File: config.mk
export PLATFORM = sky130hd
export DESIGN_NAME = regfile_wb_arbiter
export DESIGN_NICKNAME = d
export VERILOG_FILES = /design/src/rtl/regfile_wb_arbiter_pkg.sv /design/src/rtl/regfile_wb_arbiter_fifo.sv /design/src/rtl/regfile_wb_arbiter.sv
export SDC_FILE = /design/constraint.sdc
export NUM_CORES = 1
export LEC_CHECK = 0
export CELL_PAD_IN_SITES_DETAIL_PLACEMENT = 1
export CELL_PAD_IN_SITES_GLOBAL_PLACEMENT = 2
export CORE_MARGIN = 10
export CORE_UTILIZATION = 39
export DETAILED_ROUTE_END_ITERATION = 8
export GPL_TIMING_DRIVEN = 0
export PLACE_DENSITY_LB_ADDON = 0.1
export SLEW_MARGIN = 20
export SYNTH_ARGS = -nofsm -noshare
export SYNTH_HDL_FRONTEND = slang
export SYNTH_SLANG_ARGS = --single-unit
export TNS_END_PERCENT = 10
File: constraint.sdc
create_clock -name clk -period 5.45 [get_ports clk]
set_input_delay 0.8175 -clock clk [delete_from_list [all_inputs] [get_ports clk]]
set_output_delay 0.8175 -clock clk [all_outputs]
set_load 0.05 [all_outputs]
File: src/rtl/regfile_wb_arbiter_pkg.sv
// Shared types and constants for the register-file write-back path.
package regfile_pkg;

   localparam int DATA_W   = 32;
   localparam int ADDR_W   = 5;
   localparam int NUM_REGS = 2**ADDR_W;

   typedef struct packed {
      logic [ADDR_W-1:0] addr;
      logic [DATA_W-1:0] data;
   } wb_req_t;

   typedef enum logic {
      SRC_A = 1'b0,
      SRC_B = 1'b1
   } src_t;

   function automatic logic [NUM_REGS-1:0] reg_onehot(input logic [ADDR_W-1:0] addr);
      reg_onehot       = '0;
      reg_onehot[addr] = 1'b1;
   endfunction

endpackage

File: src/rtl/regfile_wb_arbiter_fifo.sv
// Per-source write-back buffer: small circular FIFO of wb_req_t that also
// exports a one-hot bitmap of destination registers held in valid slots.
module wb_fifo
   import regfile_pkg::*;
#(
   parameter int DEPTH = 2
) (
   input  logic                clk,
   input  logic                reset,
   input  logic                push,
   input  wb_req_t             din,
   input  logic                pop,
   output wb_req_t             head,
   output logic                full,
   output logic                empty,
   output logic [NUM_REGS-1:0] occ
);

   localparam int PTR_W = (DEPTH > 1) ? $clog2(DEPTH) : 1;
   localparam logic [PTR_W:0] DEPTH_C = (PTR_W+1)'(DEPTH);

   wb_req_t          mem [DEPTH];
   logic [PTR_W-1:0] rd_ptr;
   logic [PTR_W-1:0] wr_ptr;
   logic [PTR_W:0]   cnt;
   logic [PTR_W-1:0] offs;

   always_ff @(posedge clk or negedge reset) begin
      if (!reset) begin
         rd_ptr <= '0;
         wr_ptr <= '0;
         cnt    <= '0;
      end else begin
         if (push) wr_ptr <= wr_ptr + PTR_W'(1);
         if (pop)  rd_ptr <= rd_ptr + PTR_W'(1);
         case ({push, pop})
            2'b10:   cnt <= cnt + (PTR_W+1)'(1);
            2'b01:   cnt <= cnt - (PTR_W+1)'(1);
            default: cnt <= cnt;
         endcase
      end
   end

   // Payload storage needs no reset; slot validity comes from the pointers.
   always_ff @(posedge clk) begin
      if (push) mem[wr_ptr] <= din;
   end

   assign head  = mem[rd_ptr];
   assign full  = (cnt == DEPTH_C);
   assign empty = (cnt == '0);

   // A slot is live when its distance from the read pointer is below the count.
   always_comb begin
      occ  = '0;
      offs = '0;
      for (int i = 0; i < DEPTH; i++) begin
         offs = PTR_W'(i) - rd_ptr;
         if ({1'b0, offs} < cnt) occ = occ | reg_onehot(mem[i].addr);
      end
   end

endmodule

File: src/rtl/regfile_wb_arbiter.sv
// Write-back arbiter merging ALU (A) and load (B) results onto the regfile port.
// Optional REGFILE_WB_DROP_X0_EN: writes to register 0 are swallowed at issue.
module regfile_wb_arbiter
   import regfile_pkg::*;
#(
   parameter int DATA_W = regfile_pkg::DATA_W,
   parameter int ADDR_W = regfile_pkg::ADDR_W,
   parameter int DEPTH  = 2
) (
   input  logic                 clk,
   input  logic                 reset,
   input  logic                 a_valid,
   output logic                 a_ready,
   input  logic [ADDR_W-1:0]    a_addr,
   input  logic [DATA_W-1:0]    a_data,
   input  logic                 b_valid,
   output logic                 b_ready,
   input  logic [ADDR_W-1:0]    b_addr,
   input  logic [DATA_W-1:0]    b_data,
   output logic                 we,
   output logic [ADDR_W-1:0]    wa,
   output logic [DATA_W-1:0]    wd,
   output logic [2**ADDR_W-1:0] pend
);

   // Round-robin pointer
   //   state | meaning
   //   SRC_A | A wins the next cycle in which both buffers hold data
   //   SRC_B | B wins the next cycle in which both buffers hold data

   src_t                rr, rr_nxt;
   wb_req_t             a_din, b_din, a_head, b_head, sel;
   logic                a_full, a_empty, b_full, b_empty;
   logic                a_push, b_push, a_pop, b_pop;
   logic                issue_we;
   logic [NUM_REGS-1:0] a_occ, b_occ, pend_c;

   assign a_din   = {a_addr, a_data};
   assign b_din   = {b_addr, b_data};
   assign a_ready = !a_full;
   assign b_ready = !b_full;
   assign a_push  = a_valid && a_ready;
   assign b_push  = b_valid && b_ready;

   wb_fifo #(.DEPTH(DEPTH)) u_fifo_a (
      .clk   (clk),
      .reset (reset),
      .push  (a_push),
      .din   (a_din),
      .pop   (a_pop),
      .head  (a_head),
      .full  (a_full),
      .empty (a_empty),
      .occ   (a_occ)
   );

   wb_fifo #(.DEPTH(DEPTH)) u_fifo_b (
      .clk   (clk),
      .reset (reset),
      .push  (b_push),
      .din   (b_din),
      .pop   (b_pop),
      .head  (b_head),
      .full  (b_full),
      .empty (b_empty),
      .occ   (b_occ)
   );

   always_ff @(posedge clk or negedge reset) begin
      if (!reset) rr <= SRC_A;
      else        rr <= rr_nxt;
   end

   always_comb begin
      rr_nxt   = rr;
      a_pop    = 1'b0;
      b_pop    = 1'b0;
      sel      = a_head;
      issue_we = 1'b0;
      if (!a_empty && !b_empty) begin
         if (rr == SRC_A) a_pop = 1'b1;
         else             b_pop = 1'b1;
         rr_nxt = (rr == SRC_A) ? SRC_B : SRC_A;
      end else if (!a_empty) begin
         a_pop = 1'b1;
      end else if (!b_empty) begin
         b_pop = 1'b1;
      end
      if (b_pop) sel = b_head;
`ifdef REGFILE_WB_DROP_X0_EN
      issue_we = (a_pop || b_pop) && (sel.addr != '0);
`else
      issue_we = a_pop || b_pop;
`endif
   end

   always_ff @(posedge clk or negedge reset) begin
      if (!reset) begin
         we <= 1'b0;
         wa <= '0;
         wd <= '0;
      end else begin
         we <= issue_we;
         if (issue_we) begin
            wa <= sel.addr;
            wd <= sel.data;
         end
      end
   end

   always_comb begin
      pend_c = a_occ | b_occ;
      if (we) pend_c = pend_c | reg_onehot(wa);
`ifdef REGFILE_WB_DROP_X0_EN
      pend_c[0] = 1'b0;
`endif
   end

   assign pend = pend_c;

endmodule

==> results.toml <==
[floorplanning]
io_pins = 150
start_util = 0.398
die_h_um = 173
num_rows = 55
dieArea_sq_um = 29800
die_w_um = 173
coreArea_sq_um = 22800

[grt]
grt_overflow_total = 0
first_global_vias = 7385
use_met3 = 0.0436
met1_usage = 0.244
met2_usage = 0.324
grt_start_max_net_pins = 48
antenna_found_initial = 1
busiest_layer = "met2"
grtUsageTotal = 0.194
grt_pass1_wl_mm = 45.0

[logic_synthesis]
ys.flop_type = "edfxtp_1"
synth_edf_count = 148
synth_cell_types = 56
ys_ff_latch = 195
syn_avg_cell_area_sq_um = 13.0
synth-seq-area-share = 0.619
synthCells = 700
syn_area_sq_um = 9070
async_flop_share = 0.241
yosysWarnings = 0
syn_nets = 780

[layout]
diodes = 0
fin_cells = 1198
final_nets = 952
drive_gt1_frac = 0.137
area_delta_synth_final_pct = 28.3
fill_cells = 2303

[setup_path]
crit_path_start_kind = "flop"
worstReg2RegEnd = "u_fifo_b.cnt[1]"
critPathKind = "flop to primary output"
r2r_start = "u_fifo_b.cnt[0]"
cpPeakStageDelay_ns = 0.99
rrSetupSlack_ns = 3.36
worstRegToRegCells = 10
critPathArrivalTime_ns = 3.14
crit_fanout = 8
path_cells = "nor3b_1 -> a22oi_1 -> o211ai_1 -> clkdlybuf4s50_1"
slowest_stage = "nor3b_1"
crit_path_end_kind = "primary output"
crit_required_ns = 4.63

[routing]
detail-route-antenna-nets = 0
vias = 6715
drt-initial-drc-count = 416
wl_mm = 29.9
firstDrtPassIters = 5
via_per_inst = 5.61
drc = 0
wire_per_inst_um = 25.0

[sta]
slew_headroom = 0.210
setup_viol = 0
rsz0062_at_grt = "false"
worst_slew_pin_slew_ns = 1.18
finalSetupTns_ns = 0
post-route-min-period_ns = 3.96
slew_viol_final = 0
hold_viol_final = 0
period_share = 0.727
clock.fmax_ghz = 0.253
finalClockSkew_ns = 0.0200

[power]
leakage_nw = 4.14
powerDensity_nw_per_um2 = 648
peakVddDrop_uv = 304

[clock_network]
clkSinkCount = 195
path_clk_slew_ns = 0.08
cts_made_buffers = 17
post_cts_buffers = 0
cts-hold-fix-buffers = 0
cts-resized-gates = 0
cts_tree = "built"
cts_max_level = 4
clk_latency_ns = 0.45
cts-root-buf = "clkbuf_16"
clockBufferDepth = 2

[placed_design]
io_buffers = 149
hpwl_mm = 21.0
gp_congestion = 0.891
placed_cells = 1166

[run]
maxCapViolCount = 0

[hold_path]
worstHoldPathType = "primary input to async pin"

[outcome]
status = "finished, final reports clean"
## layout by cell type (no fill, tap or decap), types with 6 or more instances in the layout
cell	instances
nand3_1	19
edfxtp_1	148
buf_4	7
xnor2_1	8
a221o_1	6
mux2_2	35
nand2b_1	7
o22a_1	6
o21ai_0	14
nor3b_1	9
o21ai_1	24
a22oi_1	14
clkdlybuf4s50_1	148
nor2b_1	9
o221ai_1	6
dfrtp_1	47
mux2i_1	41
a21oi_1	34
nand3b_1	10
o211ai_1	7
buf_2	10
clkbuf_16	17
or3_1	6
clkbuf_1	23
buf_6	7
nor2_1	21
o22ai_1	51
nand2_1	55
## kinds of logic (layout without fill, tap and decap cells)
family,after synthesis,after routing,synth area share
xor+xnor,11,11,0.0106
compound gates,189,189,0.140
buf+inv,51,236,0.0309
fa+ha+maj,2,2,0.00276
flops,195,195,0.619
simple gates,174,174,0.105
mux,78,78,0.0911
## metal layers
layer / wire, um / part of all wire / vias up
li1: - / - / 3051
met3: 1790 / 0.060 / 46
met2: 14900 / 0.50 / 224
met5: 12 / 0.00040 / -
met1: 12700 / 0.42 / 3392
met4: 542 / 0.018 / 2
## report_power, final
part / switching, mW / internal (mW) / leakage [nW]
Combinational: 2.61 / 1.36 / 1.95
Sequential: 0.227 / 2.10 / 1.91
Clock: 0.632 / 0.618 / 0.284
Total: 3.47 / 4.08 / 4.14
## flip-flops by register name (all words and copies together) (netlist names)
name             count
wd                  32
u_fifo_a.cnt         2
u_fifo_a.rd_ptr      1
u_fifo_a.wr_ptr      1
u_fifo_b.wr_ptr      1
wa                   5
u_fifo_b.cnt         2
we                   1
u_fifo_b.mem        74
rr                   1
u_fifo_a.mem        74
u_fifo_b.rd_ptr      1
## cell type report
| type | instances | area (sq um) | area share |
|---|---|---|---|
| Buffer | 48 | 269 | 0.0231 |
| Clock buffer | 18 | 429 | 0.0369 |
| Clock inverter | 14 | 161 | 0.0139 |
| Inverter | 3 | 11.3 | 0.000967 |
| Multi-Input combinational cell | 454 | 3190 | 0.274 |
| Sequential cell | 195 | 5620 | 0.483 |
| Tap cell | 313 | 392 | 0.0336 |
| Timing Repair Buffer | 153 | 1570 | 0.135 |
## how the worst max path moves through the flow
| stage | start | endpoint | slack, ns | cells after the start |
|---|---|---|---|---|
| after global routing | u_fifo_a.cnt[1] | pend[12] | 1.43 | 6 |
| after detailed placement | u_fifo_a.cnt[1] | pend[12] | 2.01 | 6 |
| after CTS | u_fifo_a.cnt[1] | pend[12] | 1.53 | 6 |
| after global placement | a_valid | u_fifo_a.mem[0][4] | 0.69 | 3 |
| after floorplan | u_fifo_a.cnt[1] | u_fifo_a.mem[0][0] | 2.28 | 4 |
| final | wa[1] | pend[12] | 1.49 | 4 |
## Yosys cell counts (6+ instances only)
cell type	count	area (sq um)
buf_2	10	50.1
buf_4	6	45.0
o211ai_1	7	52.6
o22a_1	6	52.6
nor2_1	23	86.3
nand2_1	55	206
nand3_1	19	95.1
a21oi_1	34	170
nand3b_1	10	75.1
dfrtp_1	47	1180
mux2_2	35	394
clkbuf_1	22	82.6
nor3b_1	9	67.6
a221o_1	6	60.1
nand2b_1	7	43.8
or3_1	6	37.5
buf_6	7	78.8
xnor2_1	8	70.1
a22oi_1	14	105
o221ai_1	6	52.6
o21ai_0	14	70.1
o22ai_1	51	319
edfxtp_1	148	4440
o21ai_1	24	120
nor2b_1	9	56.3
mux2i_1	41	410
## metrics by stage
step                      hold WS (ns)  area, sq um  setup slack [ns]  utilization  total power, mW
final                            0.409        11600              1.49        0.511             7.54
after global placement           0.475        11000             0.686        0.481             6.19
after CTS                        0.444        11600              1.53        0.511             7.60
after floorplan                  0.461         9070              2.28            -             4.92
after detailed placement         0.530        11100              2.01        0.485             6.33
after global routing             0.459        11600              1.43        0.511             7.94
## worst max-delay path, delay by kind of cell (launching register included)
kind,cells,cell delay [ns]
and+or+nand+nor,1,0.99
buffers and inverters,1,0.84
DFF,1,0.46
AOI/OAI and AO/OA,2,0.42
No activity file was read; power rests on OpenSTA's default activity.
